--- src/rtl/core_fetch_buf_if.sv ---
// Bundle of the fetch-buffer handshakes: IF address/stall, L1I request and
// response, and the decode-side {pc, instr} queue head.
interface core_fetch_buf_if;
  logic        fetch_val_in;
  logic [31:0] fetch_addr_in;
  logic        fetch_rdy_out;
  logic        stall_out;
  logic        kill_in;
  logic        l1i_req_val_out;
  logic [31:0] l1i_req_addr_out;
  logic        l1i_req_ack_in;
  logic        l1i_resp_val_in;
  logic [31:0] l1i_resp_data_in;
  logic        dec_val_out;
  logic [31:0] dec_pc_out;
  logic [31:0] dec_instr_out;
  logic        dec_rdy_in;

  // The fetch buffer itself
  modport master (
    input  fetch_val_in, fetch_addr_in, kill_in,
    input  l1i_req_ack_in, l1i_resp_val_in, l1i_resp_data_in, dec_rdy_in,
    output fetch_rdy_out, stall_out, l1i_req_val_out, l1i_req_addr_out,
    output dec_val_out, dec_pc_out, dec_instr_out
  );

  // IF stage, L1I cache and decode stage as seen from the buffer
  modport slave (
    output fetch_val_in, fetch_addr_in, kill_in,
    output l1i_req_ack_in, l1i_resp_val_in, l1i_resp_data_in, dec_rdy_in,
    input  fetch_rdy_out, stall_out, l1i_req_val_out, l1i_req_addr_out,
    input  dec_val_out, dec_pc_out, dec_instr_out
  );
endinterface

--- src/rtl/core_fetch_buf.sv ---
// Fetch-request controller and instruction buffer between IF, L1I and decode.
// Issues one PC at a time to L1I, queues {pc, instr} pairs for decode and
// throws away in-flight or queued fetches on a redirect (kill).
module core_fetch_buf #(
  parameter int          DEPTH = 2,
  parameter logic [31:0] NOP   = 32'h0000_0013
) (
  input logic            clk,
  input logic            n_rst,
  core_fetch_buf_if.master bus
);

  localparam int             PW       = $clog2(DEPTH);
  localparam logic [PW:0]    DEPTH_C  = (PW + 1)'(DEPTH);
  localparam logic [PW-1:0]  PTR_ONE  = PW'(32'd1);
  localparam logic [PW:0]    CNT_ONE  = (PW + 1)'(32'd1);
  localparam logic [PW:0]    CNT_ZERO = (PW + 1)'(32'd0);
  localparam logic [PW-1:0]  PTR_ZERO = PW'(32'd0);

  // IDLE: free to accept; REQ: request shown to L1I; WAIT: acked, awaiting
  // response; DROP: acked but killed, swallow the response when it arrives.
  typedef enum logic [1:0] {
    IDLE = 2'd0,
    REQ  = 2'd1,
    WAIT = 2'd2,
    DROP = 2'd3
  } state_t;

  state_t        state_r;
  state_t        state_nxt_s;
  logic          req_val_r;
  logic [31:0]   req_addr_r;
  logic [31:0]   pc_mem_r    [DEPTH];
  logic [31:0]   instr_mem_r [DEPTH];
  logic [PW-1:0] rd_ptr_r;
  logic [PW-1:0] wr_ptr_r;
  logic [PW:0]   count_r;

  logic          not_empty_s;
  logic          fetch_rdy_s;
  logic          accept_s;
  logic          push_s;
  logic          pop_s;

  // Handshake qualifiers; kill blocks new issue, pushes and pops alike
  always_comb begin
    not_empty_s = 1'b0;
    fetch_rdy_s = 1'b0;
    accept_s    = 1'b0;
    push_s      = 1'b0;
    pop_s       = 1'b0;
    not_empty_s = (count_r != CNT_ZERO);
    fetch_rdy_s = (state_r == IDLE) && (count_r < DEPTH_C) && !bus.kill_in;
    accept_s    = bus.fetch_val_in && fetch_rdy_s;
    push_s      = (state_r == WAIT) && bus.l1i_resp_val_in && !bus.kill_in;
    pop_s       = not_empty_s && bus.dec_rdy_in && !bus.kill_in;
  end

  // Next-state logic of the single-outstanding-request controller
  always_comb begin
    state_nxt_s = state_r;
    case (state_r)
      IDLE: begin
        if (accept_s) begin
          state_nxt_s = REQ;
        end else begin
          state_nxt_s = IDLE;
        end
      end
      REQ: begin
        if (bus.l1i_req_ack_in) begin
          if (bus.kill_in) begin
            state_nxt_s = DROP;
          end else begin
            state_nxt_s = WAIT;
          end
        end else if (bus.kill_in) begin
          state_nxt_s = IDLE;
        end else begin
          state_nxt_s = REQ;
        end
      end
      WAIT: begin
        if (bus.l1i_resp_val_in) begin
          state_nxt_s = IDLE;
        end else if (bus.kill_in) begin
          state_nxt_s = DROP;
        end else begin
          state_nxt_s = WAIT;
        end
      end
      DROP: begin
        if (bus.l1i_resp_val_in) begin
          state_nxt_s = IDLE;
        end else begin
          state_nxt_s = DROP;
        end
      end
      default: begin
        state_nxt_s = IDLE;
      end
    endcase
  end

  // Controller state register
  always_ff @(posedge clk or negedge n_rst) begin
    if (!n_rst) begin
      state_r <= IDLE;
    end else begin
      state_r <= state_nxt_s;
    end
  end

  // L1I request valid and word-aligned address, both registered
  always_ff @(posedge clk or negedge n_rst) begin
    if (!n_rst) begin
      req_val_r  <= 1'b0;
      req_addr_r <= 32'h0000_0000;
    end else begin
      req_val_r <= (state_nxt_s == REQ);
      if (accept_s) begin
        req_addr_r <= {bus.fetch_addr_in[31:2], 2'b00};
      end
    end
  end

  // Queue pointers and occupancy; kill empties the queue outright
  always_ff @(posedge clk or negedge n_rst) begin
    if (!n_rst) begin
      rd_ptr_r <= PTR_ZERO;
      wr_ptr_r <= PTR_ZERO;
      count_r  <= CNT_ZERO;
    end else if (bus.kill_in) begin
      rd_ptr_r <= PTR_ZERO;
      wr_ptr_r <= PTR_ZERO;
      count_r  <= CNT_ZERO;
    end else begin
      if (push_s) begin
        wr_ptr_r <= wr_ptr_r + PTR_ONE;
      end
      if (pop_s) begin
        rd_ptr_r <= rd_ptr_r + PTR_ONE;
      end
      case ({push_s, pop_s})
        2'b10:   count_r <= count_r + CNT_ONE;
        2'b01:   count_r <= count_r - CNT_ONE;
        default: count_r <= count_r;
      endcase
    end
  end

  // Queue storage for {pc, instr} pairs
  always_ff @(posedge clk or negedge n_rst) begin
    if (!n_rst) begin
      for (int i = 0; i < DEPTH; i++) begin
        pc_mem_r[i]    <= 32'h0000_0000;
        instr_mem_r[i] <= NOP;
      end
    end else if (push_s) begin
      pc_mem_r[wr_ptr_r]    <= req_addr_r;
      instr_mem_r[wr_ptr_r] <= bus.l1i_resp_data_in;
    end
  end

  assign bus.fetch_rdy_out    = fetch_rdy_s;
  assign bus.stall_out        = bus.fetch_val_in & ~fetch_rdy_s;
  assign bus.l1i_req_val_out  = req_val_r;
  assign bus.l1i_req_addr_out = req_addr_r;
  assign bus.dec_val_out      = not_empty_s;
  assign bus.dec_pc_out       = not_empty_s ? pc_mem_r[rd_ptr_r] : 32'h0000_0000;
  assign bus.dec_instr_out    = not_empty_s ? instr_mem_r[rd_ptr_r] : NOP;

endmodule
--- src/flat_wrapper.sv ---
// flat-port wrapper written by rule: the top's interface ports become plain ports
module core_fetch_buf_flat 
#(
  parameter int          DEPTH = 2,
  parameter logic [31:0] NOP   = 32'h0000_0013
)
  (clk, n_rst, bus_fetch_val_in, bus_fetch_addr_in, bus_kill_in, bus_l1i_req_ack_in, bus_l1i_resp_val_in, bus_l1i_resp_data_in, bus_dec_rdy_in, bus_fetch_rdy_out, bus_stall_out, bus_l1i_req_val_out, bus_l1i_req_addr_out, bus_dec_val_out, bus_dec_pc_out, bus_dec_instr_out);
  core_fetch_buf_if bus_i ();
  input logic clk;
  input logic n_rst;
  input wire logic [$bits(bus_i.fetch_val_in)-1:0] bus_fetch_val_in;
  input wire logic [$bits(bus_i.fetch_addr_in)-1:0] bus_fetch_addr_in;
  input wire logic [$bits(bus_i.kill_in)-1:0] bus_kill_in;
  input wire logic [$bits(bus_i.l1i_req_ack_in)-1:0] bus_l1i_req_ack_in;
  input wire logic [$bits(bus_i.l1i_resp_val_in)-1:0] bus_l1i_resp_val_in;
  input wire logic [$bits(bus_i.l1i_resp_data_in)-1:0] bus_l1i_resp_data_in;
  input wire logic [$bits(bus_i.dec_rdy_in)-1:0] bus_dec_rdy_in;
  output wire logic [$bits(bus_i.fetch_rdy_out)-1:0] bus_fetch_rdy_out;
  output wire logic [$bits(bus_i.stall_out)-1:0] bus_stall_out;
  output wire logic [$bits(bus_i.l1i_req_val_out)-1:0] bus_l1i_req_val_out;
  output wire logic [$bits(bus_i.l1i_req_addr_out)-1:0] bus_l1i_req_addr_out;
  output wire logic [$bits(bus_i.dec_val_out)-1:0] bus_dec_val_out;
  output wire logic [$bits(bus_i.dec_pc_out)-1:0] bus_dec_pc_out;
  output wire logic [$bits(bus_i.dec_instr_out)-1:0] bus_dec_instr_out;
  assign bus_i.fetch_val_in = bus_fetch_val_in;
  assign bus_i.fetch_addr_in = bus_fetch_addr_in;
  assign bus_i.kill_in = bus_kill_in;
  assign bus_i.l1i_req_ack_in = bus_l1i_req_ack_in;
  assign bus_i.l1i_resp_val_in = bus_l1i_resp_val_in;
  assign bus_i.l1i_resp_data_in = bus_l1i_resp_data_in;
  assign bus_i.dec_rdy_in = bus_dec_rdy_in;
  assign bus_fetch_rdy_out = bus_i.fetch_rdy_out;
  assign bus_stall_out = bus_i.stall_out;
  assign bus_l1i_req_val_out = bus_i.l1i_req_val_out;
  assign bus_l1i_req_addr_out = bus_i.l1i_req_addr_out;
  assign bus_dec_val_out = bus_i.dec_val_out;
  assign bus_dec_pc_out = bus_i.dec_pc_out;
  assign bus_dec_instr_out = bus_i.dec_instr_out;
  core_fetch_buf #(.DEPTH(DEPTH), .NOP(NOP)) u_core (.clk(clk), .n_rst(n_rst), .bus(bus_i));
endmodule
--- config.mk ---
export PLATFORM = sky130hd
export DESIGN_NAME = core_fetch_buf_flat
export DESIGN_NICKNAME = d
export VERILOG_FILES = /design/src/rtl/core_fetch_buf_if.sv /design/src/rtl/core_fetch_buf.sv /design/src/flat_wrapper.sv
export SDC_FILE = /design/constraint.sdc
export NUM_CORES = 1
export LEC_CHECK = 0
export BUFFER_PORTS_ARGS = -buffer_cell sky130_fd_sc_hd__buf_2
export CORE_ASPECT_RATIO = 0.75
export CORE_UTILIZATION = 39
export CTS_CLUSTER_DIAMETER = 200
export DETAILED_ROUTE_END_ITERATION = 16
export PLACE_DENSITY = 0.62
export SYNTH_ARGS = -nofsm -noshare
export SYNTH_HDL_FRONTEND = slang
export SYNTH_SLANG_ARGS = --single-unit
--- constraint.sdc ---
create_clock -name clk -period 1.7 [get_ports clk]
set_clock_uncertainty 0.1 [all_clocks]
set_input_delay 0.17 -clock clk [delete_from_list [all_inputs] [get_ports clk]]
set_output_delay 0.17 -clock clk [all_outputs]
set_load 0.02 [all_outputs]
==> Word level (Yosys, flattened, before mapping) <==
Cells that the tools add are included.
{ "totals": {"ff_bits": 165, "in_bits": 71, "elab_cells": 67, "output_inout_bits": 100} }
{ "op_classes": {"muxes": 25, "order_cmp": 4, "addsub": 4, "n_bitwise": 4, "eq_ne": 6, "n_reduce_logical": 14} }
{ "op_table": {"columns": ["op", "n"], "rows": [
  ["32-bit 2-to-1 mux", 9],
  ["64-bit bitwise mux", 2],
  ["32-bit demux with 1-bit select", 1],
  ["1-bit logical AND", 8],
  ["2-bit 2-to-1 mux", 4],
  ["2-bit case mux with 4 select lines", 1],
  ["1-bit 2-to-1 mux", 7],
  ["2-bit by 1-bit == test with 1-bit output (second input constant)", 3],
  ["2-bit == test (second input constant)", 3],
  ["2-bit nonzero test", 3],
  ["2-bit >= comparator (second input constant)", 2],
  ["1-bit inverter with 2-bit output", 2],
  ["2-bit case mux with 2 select lines", 1],
  ["3-bit nonzero test", 1],
  ["1-bit adder (second input constant)", 2],
  ["2-bit by 1-bit adder with 2-bit output (second input constant)", 1],
  ["2-bit logical NOT", 1],
  ["2-bit by 1-bit less-than comparator with 1-bit output (second input constant)", 1],
  ["2-bit less-than comparator (second input constant)", 1],
  ["2-bit by 1-bit subtractor with 2-bit output (second input constant)", 1],
  ["1-bit bitwise AND", 1],
  ["1-bit logical NOT", 1],
  ["1-bit inverter", 1]
]} }

==> Depth between registers and ports, before layout <==
Gate-level depths: netlist of run 1.
{ "logic_depth": {"word_depth": 7, "mapped_depth": 5, "depth_no_buf": 3} }

==> Worst setup path after synthesis of run 1 <==
Ideal clock, no wire load.
{ "synth_timing": {"kind": "register to register", "from": "reg u_core.state_r[1]", "to": "reg u_core.req_addr_r[10], in the netlist u_core.bus.l1i_req_addr_out[10]", "stages_incl_launch_ff": 5, "arrival_ns": 1.737, "n_path_buf": 1, "setup_slack_ns": -0.262, "period_less_slack_ns": 1.962, "path_cell_list": "dfrtp_1 nor4_2 nand2_1 buf_2 mux2_2"} }
{ "synth_between": {"elab_chain_cells": 4} }
{ "synth_lines": {"columns": ["item", "line_no", "source"], "rows": [
  ["from (decl)", "core_fetch_buf.sv:29", "state_t state_r;"],
  ["from (signal assigned)", "core_fetch_buf.sv:110", "state_r <= state_nxt_s;"],
  ["2-bit logical NOT", "core_fetch_buf.sv:53", "fetch_rdy_s = (state_r == IDLE) && (count_r < DEPTH_C) && !bus.kill_in;"],
  ["1-bit logical AND (2 in series)", "core_fetch_buf.sv:53", null],
  ["via bus_fetch_rdy_out", "flat_wrapper.sv:18", "output wire logic [$bits(bus_i.fetch_rdy_out)-1:0] bus_fetch_rdy_out;"],
  ["1-bit logical AND", "core_fetch_buf.sv:54", "accept_s = bus.fetch_val_in && fetch_rdy_s;"],
  ["to (signal assigned)", "core_fetch_buf.sv:122", "req_addr_r <= {bus.fetch_addr_in[31:2], 2'b00};"],
  ["to (decl)", "core_fetch_buf.sv:32", "logic [31:0] req_addr_r;"]
]} }
The timed path passes the listed nets, and every way through them passes these cells.
A chain may end at the register's enable or synchronous reset.

==> Final worst setup path of run 1 <==
{ "layout_timing": {"from": "reg u_core.count_r[1]", "to": "out bus_dec_instr_out[10]"} }
{ "layout_between": {"elab_chain_cells": 2} }
{ "layout_lines": {"columns": ["item", "line_no", "source"], "rows": [
  ["from (decl)", "core_fetch_buf.sv:37", "logic [PW:0] count_r;"],
  ["from (signal assigned)", "core_fetch_buf.sv:145", "2'b10: count_r <= count_r + CNT_ONE;"],
  ["from (signal assigned)", "core_fetch_buf.sv:146", "2'b01: count_r <= count_r - CNT_ONE;"],
  ["from (signal assigned)", "core_fetch_buf.sv:147", "default: count_r <= count_r;"],
  ["2-bit nonzero test", "core_fetch_buf.sv:52", "not_empty_s = (count_r != CNT_ZERO);"],
  ["32-bit 2-to-1 mux", "core_fetch_buf.sv:171", "assign bus.dec_instr_out = not_empty_s ? instr_mem_r[rd_ptr_r] : NOP;"],
  ["to (decl)", "flat_wrapper.sv:24", "output wire logic [$bits(bus_i.dec_instr_out)-1:0] bus_dec_instr_out;"]
]} }
Every way passes these cells.

==> insert_results.sql, run 1 <==
INSERT INTO impl_metrics (metric_group, metric, value, unit) VALUES
('logic_synthesis', 'synth_ff_type', 'sky130_fd_sc_hd__dfrtp_1', ''),
('die', 'die_height', '121', 'um'),
('setup_path', 'end_kind', 'primary output', ''),
('cells_and_area', 'n_antenna_cell', '0', ''),
('cells_and_area', 'final_common_cell', 'sky130_fd_sc_hd__dfrtp_1', ''),
('flow_run', 'cap_viol_max_count', '0', ''),
('status', 'failing_checks', 'setup timing', ''),
('global_route', 'track_usage', '19.5', '%'),
('clocking', 'clkTransAtPathRegs', '0.06', 'ns'),
('logic_synthesis', 'synth_seq_area_share', '55.0', '%'),
('global_route', 'globalRoute.totalOverflow', '0', ''),
('logic_synthesis', 'syn-cell-area', '7340', 'um2'),
('placement', 'gpl.final_weighted_congestion', '0.746', ''),
('power_and_ir_drop', 'static-leakage-power', '5.49', 'nW'),
('clocking', 'htree_num_levels', '4', ''),
('die', 'die_footprint', '19400', 'um2'),
('setup_path', 'r2r-start', 'u_core.state_r[1]', ''),
('routing', 'drc', '0', ''),
('logic_synthesis', 'asyncSetResetFlopFracSynth', '100', '%'),
('timing', 'fmax', '506', 'MHz'),
('clocking', 'clock_sink_count', '161', ''),
('routing', 'wl', '21400', 'um'),
('die', 'fp.dieW', '160', 'um'),
('routing', 'detail_route.first_pass.iterations', '4', ''),
('logic_synthesis', 'number_of_enable_flip_flop_cells_after_synthesis', '0', ''),
('placement', 'dpl.hpwl', '10100', 'um'),
('routing', 'wire_per_inst', '20.3', 'um'),
('setup_path', 'reg2reg_setup_slack', '-0.23', 'ns'),
('clocking', 'clk-insertion-delay-late', '0.42', 'ns'),
('setup_path', 'path_class', 'reg -> out', ''),
('setup_path', 'cp-startpoint', 'u_core.count_r[1]', ''),
('power_and_ir_drop', 'clockPowerShare', '23.9', '%'),
('die', 'coreArea', '18500', 'um2'),
('setup_path', 'startpoint_type', 'flip-flop', ''),
('status', 'outcome', 'finished with violations', ''),
('power_and_ir_drop', 'cell_internal_pwr', '11.7', 'mW'),
('setup_path', 'critPathArrivalTime', '1.71', 'ns'),
('timing', 'slew_violations', '0', ''),
('timing', 'grt_setup_unrepaired', 'yes', ''),
('placement', 'post-place-ws', '-0.0415', 'ns'),
('clocking', 'clk_path_buf_depth', '2', ''),
('timing', 'final_critical_path_share_of_the_clock_period', '116', '%'),
('routing', 'viasPerCell', '4.95', ''),
('power_and_ir_drop', 'combinationalPowerShare', '36.9', '%'),
('hold_path', 'hold_class', 'in -> async', ''),
('timing', 'layout_min_cycle_time', '1.98', 'ns'),
('logic_synthesis', 'syn_inst', '505', ''),
('clocking', 'tritoncts', 'done', ''),
('placement', 'port-buffer-count', '164', ''),
('global_route', 'global_route_wire_length_before_repair', '28800', 'um'),
('routing', 'num_vias', '5222', ''),
('logic_synthesis', 'postSynthRegisterBits', '161', ''),
('die', 'num_io_pins', '171', ''),
('setup_path', 'worstPathMaxFanout', '7', ''),
('die', 'placementRows', '43', ''),
('logic_synthesis', 'ys.warnings.count', '0', ''),
('cells_and_area', 'layoutNonFillerInstCount', '1054', ''),
('logic_synthesis', 'synth_area_per_cell', '14.5', 'um2'),
('clocking', 'cts.root.buffer_cell', 'sky130_fd_sc_hd__clkbuf_16', ''),
('routing', 'antenna_left', '0', ''),
('power_and_ir_drop', 'switching_fraction_of_total_power', '30.9', '%'),
('power_and_ir_drop', 'power.share.sequential', '39.2', '%'),
('timing', 'hold_viol', '0', ''),
('timing', 'finalSetupViolations', '219', ''),
('setup_path', 'reg2reg_depth', '7', ''),
('power_and_ir_drop', 'switchingPower', '5.25', 'mW'),
('power_and_ir_drop', 'power.density', '1470', 'nW/um2'),
('clocking', 'tritoncts.num_buffers', '17', ''),
('power_and_ir_drop', 'ir_worst_vdd', '0.000817', 'V'),
('timing', 'setup_ws', '-0.276', 'ns'),
('cells_and_area', 'layout-drive-gt1-share', '57.6', '%'),
('routing', 'dr.first_iter.drc_count', '212', ''),
('setup_path', 'crit-reg2reg-capture', 'u_core.instr_mem_r[53]', ''),
('cells_and_area', 'nNetsFinal', '865', ''),
('global_route', 'grt_start_max_net_pins', '62', ''),
('placement', 'numPlacedInstances', '905', ''),
('global_route', 'antenna_found_initial', '0', ''),
('die', 'start_util', '39.8', '%'),
('cells_and_area', 'area_growth', '57.0', '%'),
('cells_and_area', 'leading_cell_types_in_the_layout_fill_and_taps_excluded', 'sky130_fd_sc_hd__dfrtp_1, sky130_fd_sc_hd__mux2_4, sky130_fd_sc_hd__buf_2, sky130_fd_sc_hd__dlygate4sd3_1, sky130_fd_sc_hd__mux2i_1', ''),
('logic_synthesis', 'synthDistinctLibCells', '31', ''),
('setup_path', 'crit_required', '1.43', 'ns'),
('global_route', 'grt_pass1_vias', '5325', '');
==> worst max-delay path: stages (launching register included) <==
cell and delay, ns:
sky130_fd_sc_hd__dfrtp_1 0.41, sky130_fd_sc_hd__buf_6 0.14, sky130_fd_sc_hd__nor2_4 0.15, sky130_fd_sc_hd__buf_12 0.19, sky130_fd_sc_hd__clkbuf_16 0.18, sky130_fd_sc_hd__nor2_1 0.05, sky130_fd_sc_hd__buf_2 0.16
==> per-stage QoR <==
stage	util, %	TNS (ns)	power (mW)	area [um2]	hold WS (ns)
3_3_place_gp	46.3	-0.591	10.8	8550	-0.0596
6_report	62.4	-41.35	17.0	11500	0.0906
5_1_grt	62.4	-51.72	17.8	11500	0.105
4_1_cts	57.8	-27.48	15.9	10700	0.0383
3_5_place_dp	46.3	-2.12	11.0	8550	-0.0501
2_1_floorplan	-	-9.79	9.54	7380	-0.226
==> power groups by stage <==
stage | combinational (mW) | clock, mW | sequential (mW)
finish | 6.26 | 4.06 | 6.65
global route | 6.64 | 4.30 | 6.84
CTS | 5.27 | 4.14 | 6.49
detailed placement | 4.49 | 0 | 6.53
global placement | 4.36 | 0 | 6.41
floorplan | 2.81 | 0 | 6.73
==> cells in the mapped netlist (2+ instances only) <==
master,number,area [um2]
sky130_fd_sc_hd__dfrtp_1,155,3880
sky130_fd_sc_hd__mux2_2,94,1060
sky130_fd_sc_hd__buf_2,15,75.1
sky130_fd_sc_hd__mux2i_1,63,631
sky130_fd_sc_hd__dfstp_2,6,158
sky130_fd_sc_hd__mux2_4,60,901
sky130_fd_sc_hd__nor2_1,62,233
sky130_fd_sc_hd__buf_4,4,30.0
sky130_fd_sc_hd__xor2_1,3,26.3
sky130_fd_sc_hd__clkbuf_1,8,30.0
sky130_fd_sc_hd__inv_1,2,7.51
sky130_fd_sc_hd__buf_12,6,120
sky130_fd_sc_hd__nand2_1,6,22.5
sky130_fd_sc_hd__nor2b_1,3,18.8
sky130_fd_sc_hd__o21ai_0,2,10.0
==> layer usage <==
layer / wire length, um / vias to the layer above / track usage, %
met2: 10400 / 152 / 32.3
met1: 9770 / 2693 / 25.6
met5: 0 / - / 0
met4: 258 / 0 / 4.88
li1: - / 2354 / -
met3: 932 / 23 / 4.84
==> how the worst max path moves through the flow <==
stage | cells after the start | slack (ns) | endpoint
3_3_place_gp | 4 | -0.02 | u_core.pc_mem_r[9]
6_report | 6 | -0.28 | bus_dec_instr_out[10]
3_5_place_dp | 4 | -0.04 | u_core.pc_mem_r[13]
5_1_grt | 6 | -0.33 | bus_dec_instr_out[10]
2_1_floorplan | 5 | -0.11 | u_core.instr_mem_r[10]
4_1_cts | 7 | -0.24 | bus_dec_instr_out[19]
==> sequential cells by signal, summed over array words and instances (netlist names) <==
name,flops
u_core.rd_ptr_r,1
u_core.instr_mem_r,64
u_core.state_r,2
u_core.bus.l1i_req_addr_out,30
u_core.count_r,2
u_core.wr_ptr_r,1
u_core.bus.l1i_req_val_out,1
u_core.pc_mem_r,60
==> kinds of logic (layout without fill, tap and decap cells) <==
| family | count (synthesis) | after routing | synth area share [%] |
|---|---|---|---|
| XOR/XNOR | 3 | 3 | 0.358 |
| multiplexers | 217 | 217 | 35.3 |
| flip-flops | 161 | 161 | 55.0 |
| AND/OR/NAND/NOR | 80 | 80 | 4.91 |
| other | 1 | 4 | 0.0511 |
| buffers and inverters | 36 | 335 | 3.73 |
| AO/OA/AOI/OAI | 7 | 7 | 0.665 |
==> cell type report <==
cell class / instances / area [um2]
inverters: 2 / 12.5
well taps: 247 / 309
fillers: 1369 / 6930
clock buffers: 28 / 527
multi-input cells: 311 / 3550
flip-flops and latches: 161 / 4040
clock inverters: 4 / 97.6
repair buffers: 301 / 2990
==> repair_timing <==
action	CTS	global route
endpoints found under the setup margin	154	218
cloned	13	14
hold buffers	66	0
gates resized for setup	91	148
pin swaps	10	10
setup buffers	18	12
endpoints found under the hold margin	258	0
Note: power is estimated with default switching activity, not from simulation.
==> inputs of run 2 (changes only) <==
--- a/config.mk
+++ b/config.mk
@@ -7,10 +7,11 @@
 export LEC_CHECK = 0
 export BUFFER_PORTS_ARGS = -buffer_cell sky130_fd_sc_hd__buf_2
 export CORE_ASPECT_RATIO = 0.75
-export CORE_UTILIZATION = 39
+export CORE_UTILIZATION = 45
 export CTS_CLUSTER_DIAMETER = 200
 export DETAILED_ROUTE_END_ITERATION = 16
-export PLACE_DENSITY = 0.62
+export PLACE_DENSITY = 0.7
+export SLEW_MARGIN = 20
 export SYNTH_ARGS = -nofsm -noshare
 export SYNTH_HDL_FRONTEND = slang
 export SYNTH_SLANG_ARGS = --single-unit
==> insert_results.sql, run 2 (synthesized netlist as in run 1, its figures left out) <==
INSERT INTO impl_metrics (metric_group, metric, value, unit) VALUES
('status', 'outcome', 'finished with violations', ''),
('status', 'failing_checks', 'setup timing', ''),
('die', 'coreArea', '16000', 'um2'),
('hold_path', 'hold_class', 'in -> reg', ''),
('setup_path', 'cp_num_cells', '4', ''),
('routing', 'dr_wl_met2', '8870', 'um'),
('cells_and_area', 'largest_register_ffs', '64', ''),
('cells_and_area', 'leading_cell_types_in_the_layout_fill_and_taps_excluded', 'sky130_fd_sc_hd__dfrtp_1, sky130_fd_sc_hd__buf_2, sky130_fd_sc_hd__mux2_4, sky130_fd_sc_hd__dlygate4sd3_1, sky130_fd_sc_hd__mux2i_1', ''),
('setup_path', 'startpoint_type', 'flip-flop', ''),
('global_route', 'global_route_wire_length_before_repair', '27100', 'um'),
('setup_path', 'r2r-start', 'u_core.state_r[0]', ''),
('global_route', 'globalRoute.totalOverflow', '0', ''),
('cells_and_area', 'nNetsFinal', '843', ''),
('routing', 'antenna_left', '0', ''),
('die', 'fp.dieW', '149', 'um'),
('cells_and_area', 'area_growth', '45.9', '%'),
('timing', 'timing.slew.headroom', '62.2', '%'),
('setup_path', 'crit_required', '1.43', 'ns'),
('power_and_ir_drop', 'fin_total_pwr', '15.9', 'mW'),
('die', 'die_height', '113', 'um'),
('setup_path', 'crit_path_max_incr_delay', '0.55', 'ns'),
('clocking', 'clkTransAtPathRegs', '0.06', 'ns'),
('die', 'start_util', '46.0', '%'),
('timing', 'final_critical_path_share_of_the_clock_period', '113', '%'),
('clocking', 'clock_sink_count', '161', ''),
('power_and_ir_drop', 'ir_worst_vdd', '0.000887', 'V'),
('clocking', 'cts.root.buffer_cell', 'sky130_fd_sc_hd__clkbuf_16', ''),
('setup_path', 'crit-reg2reg-capture', 'u_core.pc_mem_r[31]', ''),
('setup_path', 'critical_path.top_delay_family', 'flip-flops', ''),
('routing', 'route.top_layer_used', 'met4', ''),
('placement', 'port-buffer-count', '164', ''),
('flow_run', 'cap_viol_max_count', '0', ''),
('timing', 'setup_ws', '-0.228', 'ns'),
('routing', 'detail_route.first_pass.iterations', '4', ''),
('timing', 'slew_violations', '0', ''),
('placement', 'gpl.final_weighted_congestion', '0.764', ''),
('clocking', 'clk_path_buf_depth', '2', ''),
('clocking', 'tritoncts', 'done', ''),
('power_and_ir_drop', 'static-leakage-power', '5.18', 'nW'),
('setup_path', 'cp-endpoint', 'bus_dec_pc_out[13]', ''),
('routing', 'wire_per_inst', '18.8', 'um'),
('cells_and_area', 'final_common_cell', 'sky130_fd_sc_hd__dfrtp_1', ''),
('die', 'placementRows', '40', ''),
('cells_and_area', 'final.fill_count', '1111', ''),
('setup_path', 'worstPathMaxFanout', '20', ''),
('routing', 'met3_length', '1170', 'um'),
('routing', 'wl', '18700', 'um'),
('setup_path', 'reg2reg_depth', '4', ''),
('setup_path', 'cp-startpoint', 'u_core.rd_ptr_r', ''),
('die', 'die_footprint', '16800', 'um2'),
('cells_and_area', 'multi_input_gate_area', '3370', 'um2'),
('routing', 'dr.first_iter.drc_count', '134', ''),
('power_and_ir_drop', 'power.density', '1480', 'nW/um2'),
('routing', 'met1_length', '8410', 'um'),
('die', 'num_io_pins', '171', ''),
('global_route', 'grt_pass1_vias', '5253', ''),
('clocking', 'tritoncts.num_buffers', '17', ''),
('global_route', 'antenna_found_initial', '0', ''),
('setup_path', 'path_class', 'reg -> out', ''),
('global_route', 'grt_start_max_net_pins', '57', ''),
('setup_path', 'end_kind', 'primary output', ''),
('placement', 'dpl_cell_area', '8510', 'um2'),
('timing', 'fmax', '519', 'MHz'),
('routing', 'num_vias', '5021', ''),
('setup_path', 'critPathArrivalTime', '1.66', 'ns'),
('cells_and_area', 'final_design_area_no_fill', '10700', 'um2'),
('setup_path', 'slowest_stage', 'sky130_fd_sc_hd__dfrtp_4', ''),
('clocking', 'htree_num_levels', '4', ''),
('cells_and_area', 'area.sequential', '4040', 'um2'),
('timing', 'layout_min_cycle_time', '1.93', 'ns'),
('routing', 'drc', '0', ''),
('cells_and_area', 'layout-drive-gt1-share', '54.8', '%'),
('timing', 'grt_setup_unrepaired', 'yes', ''),
('setup_path', 'critPathBufInv', '2', ''),
('timing', 'worstMarginPinSlew', '0.568', 'ns'),
('setup_path', 'reg2reg_setup_slack', '-0.12', 'ns'),
('timing', 'finalHoldWorstSlack', '0.0323', 'ns'),
('timing', 'hold_viol', '0', ''),
('routing', 'viasPerCell', '5.05', ''),
('setup_path', 'crit_path_cell_trace', 'buf_12 > mux2i_1 > nor2_1 > buf_4', ''),
('global_route', 'track_usage', '21.0', '%'),
('cells_and_area', 'largest_register', 'u_core.instr_mem_r', ''),
('timing', 'finalSetupViolations', '188', ''),
('placement', 'dpl.hpwl', '10200', 'um'),
('clocking', 'clk-insertion-delay-late', '0.42', 'ns'),
('cells_and_area', 'n_antenna_cell', '0', '');
## run 2: stage by stage
stage               setup slack, ns  cells  TNS, ns  util, %
floorplan                    -0.114    508    -9.79        -
global placement            -0.0741    872    -2.70     53.3
detailed placement           -0.111    872    -5.49     53.3
CTS                          -0.224    989   -26.20     63.9
global route                 -0.302    995   -33.92     67.1
finish                       -0.228    995   -20.48     67.1
## run 2: worst min-delay path by stage
stage                                       to           startpoint  slack, ns  cells past startpoint
2_1_floorplan  u_core.bus.l1i_req_addr_out[10]                n_rst      -0.23                      0
3_3_place_gp             u_core.instr_mem_r[3]                n_rst       0.08                      1
3_5_place_dp             u_core.instr_mem_r[3]                n_rst       0.09                      1
4_1_cts                      u_core.state_r[1]  bus_l1i_resp_val_in      0.006                      3
5_1_grt                      u_core.state_r[1]  bus_l1i_resp_val_in       0.02                      3
6_report                     u_core.state_r[1]  bus_l1i_resp_val_in       0.03                      3
## run 2: cell type report
class | count | area share [%]
clock buffer | 20 | 4.26
clock inverter | 12 | 1.16
inverter | 2 | 0.117
multi-input combinational | 312 | 31.5
sequential | 161 | 37.7
tap | 210 | 2.45
timing repair buffer | 278 | 22.8
## run 2: what timing repair did
item                                   in CTS  in global routing
pin swaps                                   3                  3
setup endpoints to repair                 157                220
endpoints found under the hold margin     149                  0
buffers inserted                           13                  3
gates cloned                                6                 10
resized for setup                          56                127
hold buffers                               66                  0
## run 2: routing by layer
metal	up-vias	global-route usage, %
li1	2302	-
met1	2545	27.3
met2	154	34.2
met3	20	5.93
met4	0	5.78
met5	-	0
## run 2: power by group
part | leakage [nW] | internal [mW] | switching, mW
sequential | 2.05 | 5.46 | 1.14
clock | 0.277 | 2.13 | 1.62
combinational | 2.86 | 3.27 | 2.25
## run 2: worst register-to-register path, cell delays in order (launching register included)
cell and delay, ns:
sky130_fd_sc_hd__dfrtp_1 0.40, sky130_fd_sc_hd__nand3b_4 0.18, sky130_fd_sc_hd__or3b_4 0.49, sky130_fd_sc_hd__clkbuf_16 0.22
sky130_fd_sc_hd__mux2_4 0.30
==> inputs of run 3 (changes only) <==
--- a/config.mk
+++ b/config.mk
@@ -11,6 +11,7 @@
 export CTS_CLUSTER_DIAMETER = 200
 export DETAILED_ROUTE_END_ITERATION = 16
 export PLACE_DENSITY = 0.7
+export SKIP_LAST_GASP = 1
 export SLEW_MARGIN = 20
 export SYNTH_ARGS = -nofsm -noshare
 export SYNTH_HDL_FRONTEND = slang
==> insert_results.sql, run 3 (synthesized netlist as in run 1, its figures left out) <==
INSERT INTO impl_metrics (metric_group, metric, value, unit) VALUES
('status', 'outcome', 'finished with violations', ''),
('status', 'failing_checks', 'setup timing', ''),
('timing', 'slew_violations', '0', ''),
('routing', 'detail_route.first_pass.iterations', '4', ''),
('die', 'coreArea', '16000', 'um2'),
('placement', 'gpl.final_weighted_congestion', '0.764', ''),
('clocking', 'clk_path_buf_depth', '2', ''),
('routing', 'num_vias', '5036', ''),
('cells_and_area', 'final_design_area_no_fill', '10800', 'um2'),
('routing', 'antenna_left', '0', ''),
('cells_and_area', 'layout-drive-gt1-share', '56.9', '%'),
('setup_path', 'crit-reg2reg-capture', 'u_core.count_r[1]', ''),
('timing', 'timing.slew.headroom', '62.4', '%'),
('setup_path', 'path_class', 'reg -> reg', ''),
('cells_and_area', 'area.sequential', '4040', 'um2'),
('clocking', 'tritoncts.num_buffers', '17', ''),
('setup_path', 'crit_path_max_incr_delay', '0.50', 'ns'),
('clocking', 'clk-insertion-delay-late', '0.42', 'ns'),
('flow_run', 'cap_viol_max_count', '0', ''),
('power_and_ir_drop', 'ir_worst_vdd', '0.000888', 'V'),
('clocking', 'cts.root.buffer_cell', 'sky130_fd_sc_hd__clkbuf_16', ''),
('hold_path', 'hold_wc_startpoint', 'bus_l1i_resp_val_in', ''),
('power_and_ir_drop', 'fin_total_pwr', '16.0', 'mW'),
('die', 'start_util', '46.0', '%'),
('timing', 'final_critical_path_share_of_the_clock_period', '116', '%'),
('timing', 'layout_min_cycle_time', '1.97', 'ns'),
('setup_path', 'startpoint_type', 'flip-flop', ''),
('global_route', 'grt_start_max_net_pins', '57', ''),
('setup_path', 'crit_required', '1.86', 'ns'),
('cells_and_area', 'multi_input_gate_area', '3430', 'um2'),
('setup_path', 'slowest_stage', 'sky130_fd_sc_hd__a2111oi_1', ''),
('cells_and_area', 'largest_register_ffs', '64', ''),
('routing', 'drc', '0', ''),
('placement', 'post-place-ws', '-0.111', 'ns'),
('setup_path', 'critPathArrivalTime', '2.14', 'ns'),
('global_route', 'global_route_wire_length_before_repair', '27100', 'um'),
('global_route', 'track_usage', '21.0', '%'),
('timing', 'fmax', '507', 'MHz'),
('clocking', 'clock_sink_count', '161', ''),
('timing', 'setup_ws', '-0.274', 'ns'),
('die', 'fp.dieW', '149', 'um'),
('timing', 'worstMarginPinSlew', '0.564', 'ns'),
('die', 'placementRows', '40', ''),
('placement', 'numPlacedInstances', '872', ''),
('global_route', 'globalRoute.totalOverflow', '0', ''),
('clocking', 'tritoncts', 'done', ''),
('cells_and_area', 'layoutNonFillerInstCount', '997', ''),
('timing', 'grt_setup_unrepaired', 'yes', ''),
('cells_and_area', 'leading_cell_types_in_the_layout_fill_and_taps_excluded', 'sky130_fd_sc_hd__dfrtp_1, sky130_fd_sc_hd__buf_2, sky130_fd_sc_hd__mux2_4, sky130_fd_sc_hd__dlygate4sd3_1, sky130_fd_sc_hd__mux2i_1', ''),
('setup_path', 'reg2reg_depth', '5', ''),
('clocking', 'htree_num_levels', '4', ''),
('hold_path', 'holdPathEnd', 'u_core.state_r[1]', ''),
('setup_path', 'worstPathMaxFanout', '3', ''),
('setup_path', 'end_kind', 'flip-flop', ''),
('cells_and_area', 'area_growth', '47.8', '%'),
('cells_and_area', 'n_antenna_cell', '0', ''),
('cells_and_area', 'final_common_cell', 'sky130_fd_sc_hd__dfrtp_1', ''),
('power_and_ir_drop', 'static-leakage-power', '5.22', 'nW'),
('cells_and_area', 'largest_register', 'u_core.instr_mem_r', ''),
('die', 'die_footprint', '16800', 'um2'),
('global_route', 'antenna_found_initial', '0', ''),
('cells_and_area', 'fin_util', '67.9', '%'),
('setup_path', 'crit_path_cell_trace', 'buf_6 > buf_4 > nor4bb_1 > mux2i_1 > a2111oi_1', ''),
('setup_path', 'reg2reg_setup_slack', '-0.27', 'ns'),
('timing', 'hold_viol', '0', ''),
('routing', 'viasPerCell', '5.05', ''),
('setup_path', 'r2r-start', 'u_core.state_r[0]', ''),
('cells_and_area', 'nNetsFinal', '845', ''),
('hold_path', 'hold_class', 'in -> reg', ''),
('cells_and_area', 'final.fill_count', '1088', ''),
('routing', 'wl', '19100', 'um'),
('routing', 'dr.first_iter.drc_count', '131', ''),
('clocking', 'clkTransAtPathRegs', '0.06', 'ns'),
('die', 'die_height', '113', 'um'),
('placement', 'port-buffer-count', '164', ''),
('global_route', 'grt_pass1_vias', '5250', ''),
('die', 'num_io_pins', '171', ''),
('placement', 'dpl_cell_area', '8510', 'um2'),
('timing', 'finalSetupViolations', '193', ''),
('routing', 'wire_per_inst', '19.1', 'um'),
('placement', 'dpl.hpwl', '10200', 'um'),
('hold_path', 'holdPathStages', '3', ''),
('power_and_ir_drop', 'power.density', '1480', 'nW/um2');
run 3: cell types whose count changed in the layout (fill, tap and decap cells not counted), sizes merged:
cell    change
clkbuf      +1
buf         +1
run 3: where the power goes:
| part | leakage [nW] | total [mW] | switching (mW) | internal [mW] |
|---|---|---|---|---|
| clock network | 0.277 | 3.75 | 1.62 | 2.13 |
| logic | 2.89 | 5.65 | 2.32 | 3.33 |
| registers | 2.05 | 6.64 | 1.18 | 5.46 |
| total | 5.22 | 16.0 | 5.12 | 10.9 |
run 3: layout make-up:
type	instances	area share [%]
clock buffer	20	4.21
multi-input combinational	312	31.6
inverter	2	0.115
clock inverter	12	1.14
timing repair buffer	280	23.2
sequential	161	37.2
tap	210	2.42
run 3: critical path: cells and delay by family, from the launching register on:
| family | cells | cell delay [ns] |
|---|---|---|
| flip-flops | 1 | 0.40 |
| multiplexers | 1 | 0.16 |
| AND/OR/NAND/NOR | 1 | 0.39 |
| buffers and inverters | 2 | 0.26 |
| AO/OA/AOI/OAI | 1 | 0.50 |
run 3: metal layers:
layer	part of all wire, %	wire length [um]	GRT usage [%]	vias up
met3	4.5	849	5.93	8
met1	46	8840	27.3	2584
met5	0	0	0	-
met4	0.44	84	5.78	0
met2	49	9300	34.2	138
li1	-	-	-	2306
run 3: repair_timing:
action / 4_1_cts / 5_1_grt
hold endpoints to repair: 149 / 0
cloned: 6 / 11
hold buffers: 66 / 0
setup buffers: 13 / 3
resized for setup: 54 / 155
pin swaps: 3 / 2
endpoints found under the setup margin: 157 / 220
run 3: worst max path at each step:
| stage | startpoint | to |
|---|---|---|
| 2_1_floorplan | u_core.state_r[0] | u_core.instr_mem_r[10] |
| 3_3_place_gp | u_core.state_r[0] | u_core.pc_mem_r[4] |
| 3_5_place_dp | u_core.state_r[0] | u_core.pc_mem_r[16] |
| 4_1_cts | u_core.rd_ptr_r | bus_dec_instr_out[5] |
| 5_1_grt | u_core.rd_ptr_r | bus_dec_pc_out[13] |
| 6_report | u_core.state_r[0] | u_core.count_r[1] |
run 3: per-stage QoR:
stage | setup TNS (ns) | hold slack (ns)
floorplan | -9.79 | -0.226
global placement | -2.70 | 0.0819
detailed placement | -5.49 | 0.0856
CTS | -26.21 | 0.00632
global route | -37.30 | 0.0224
finish | -24.32 | 0.0312
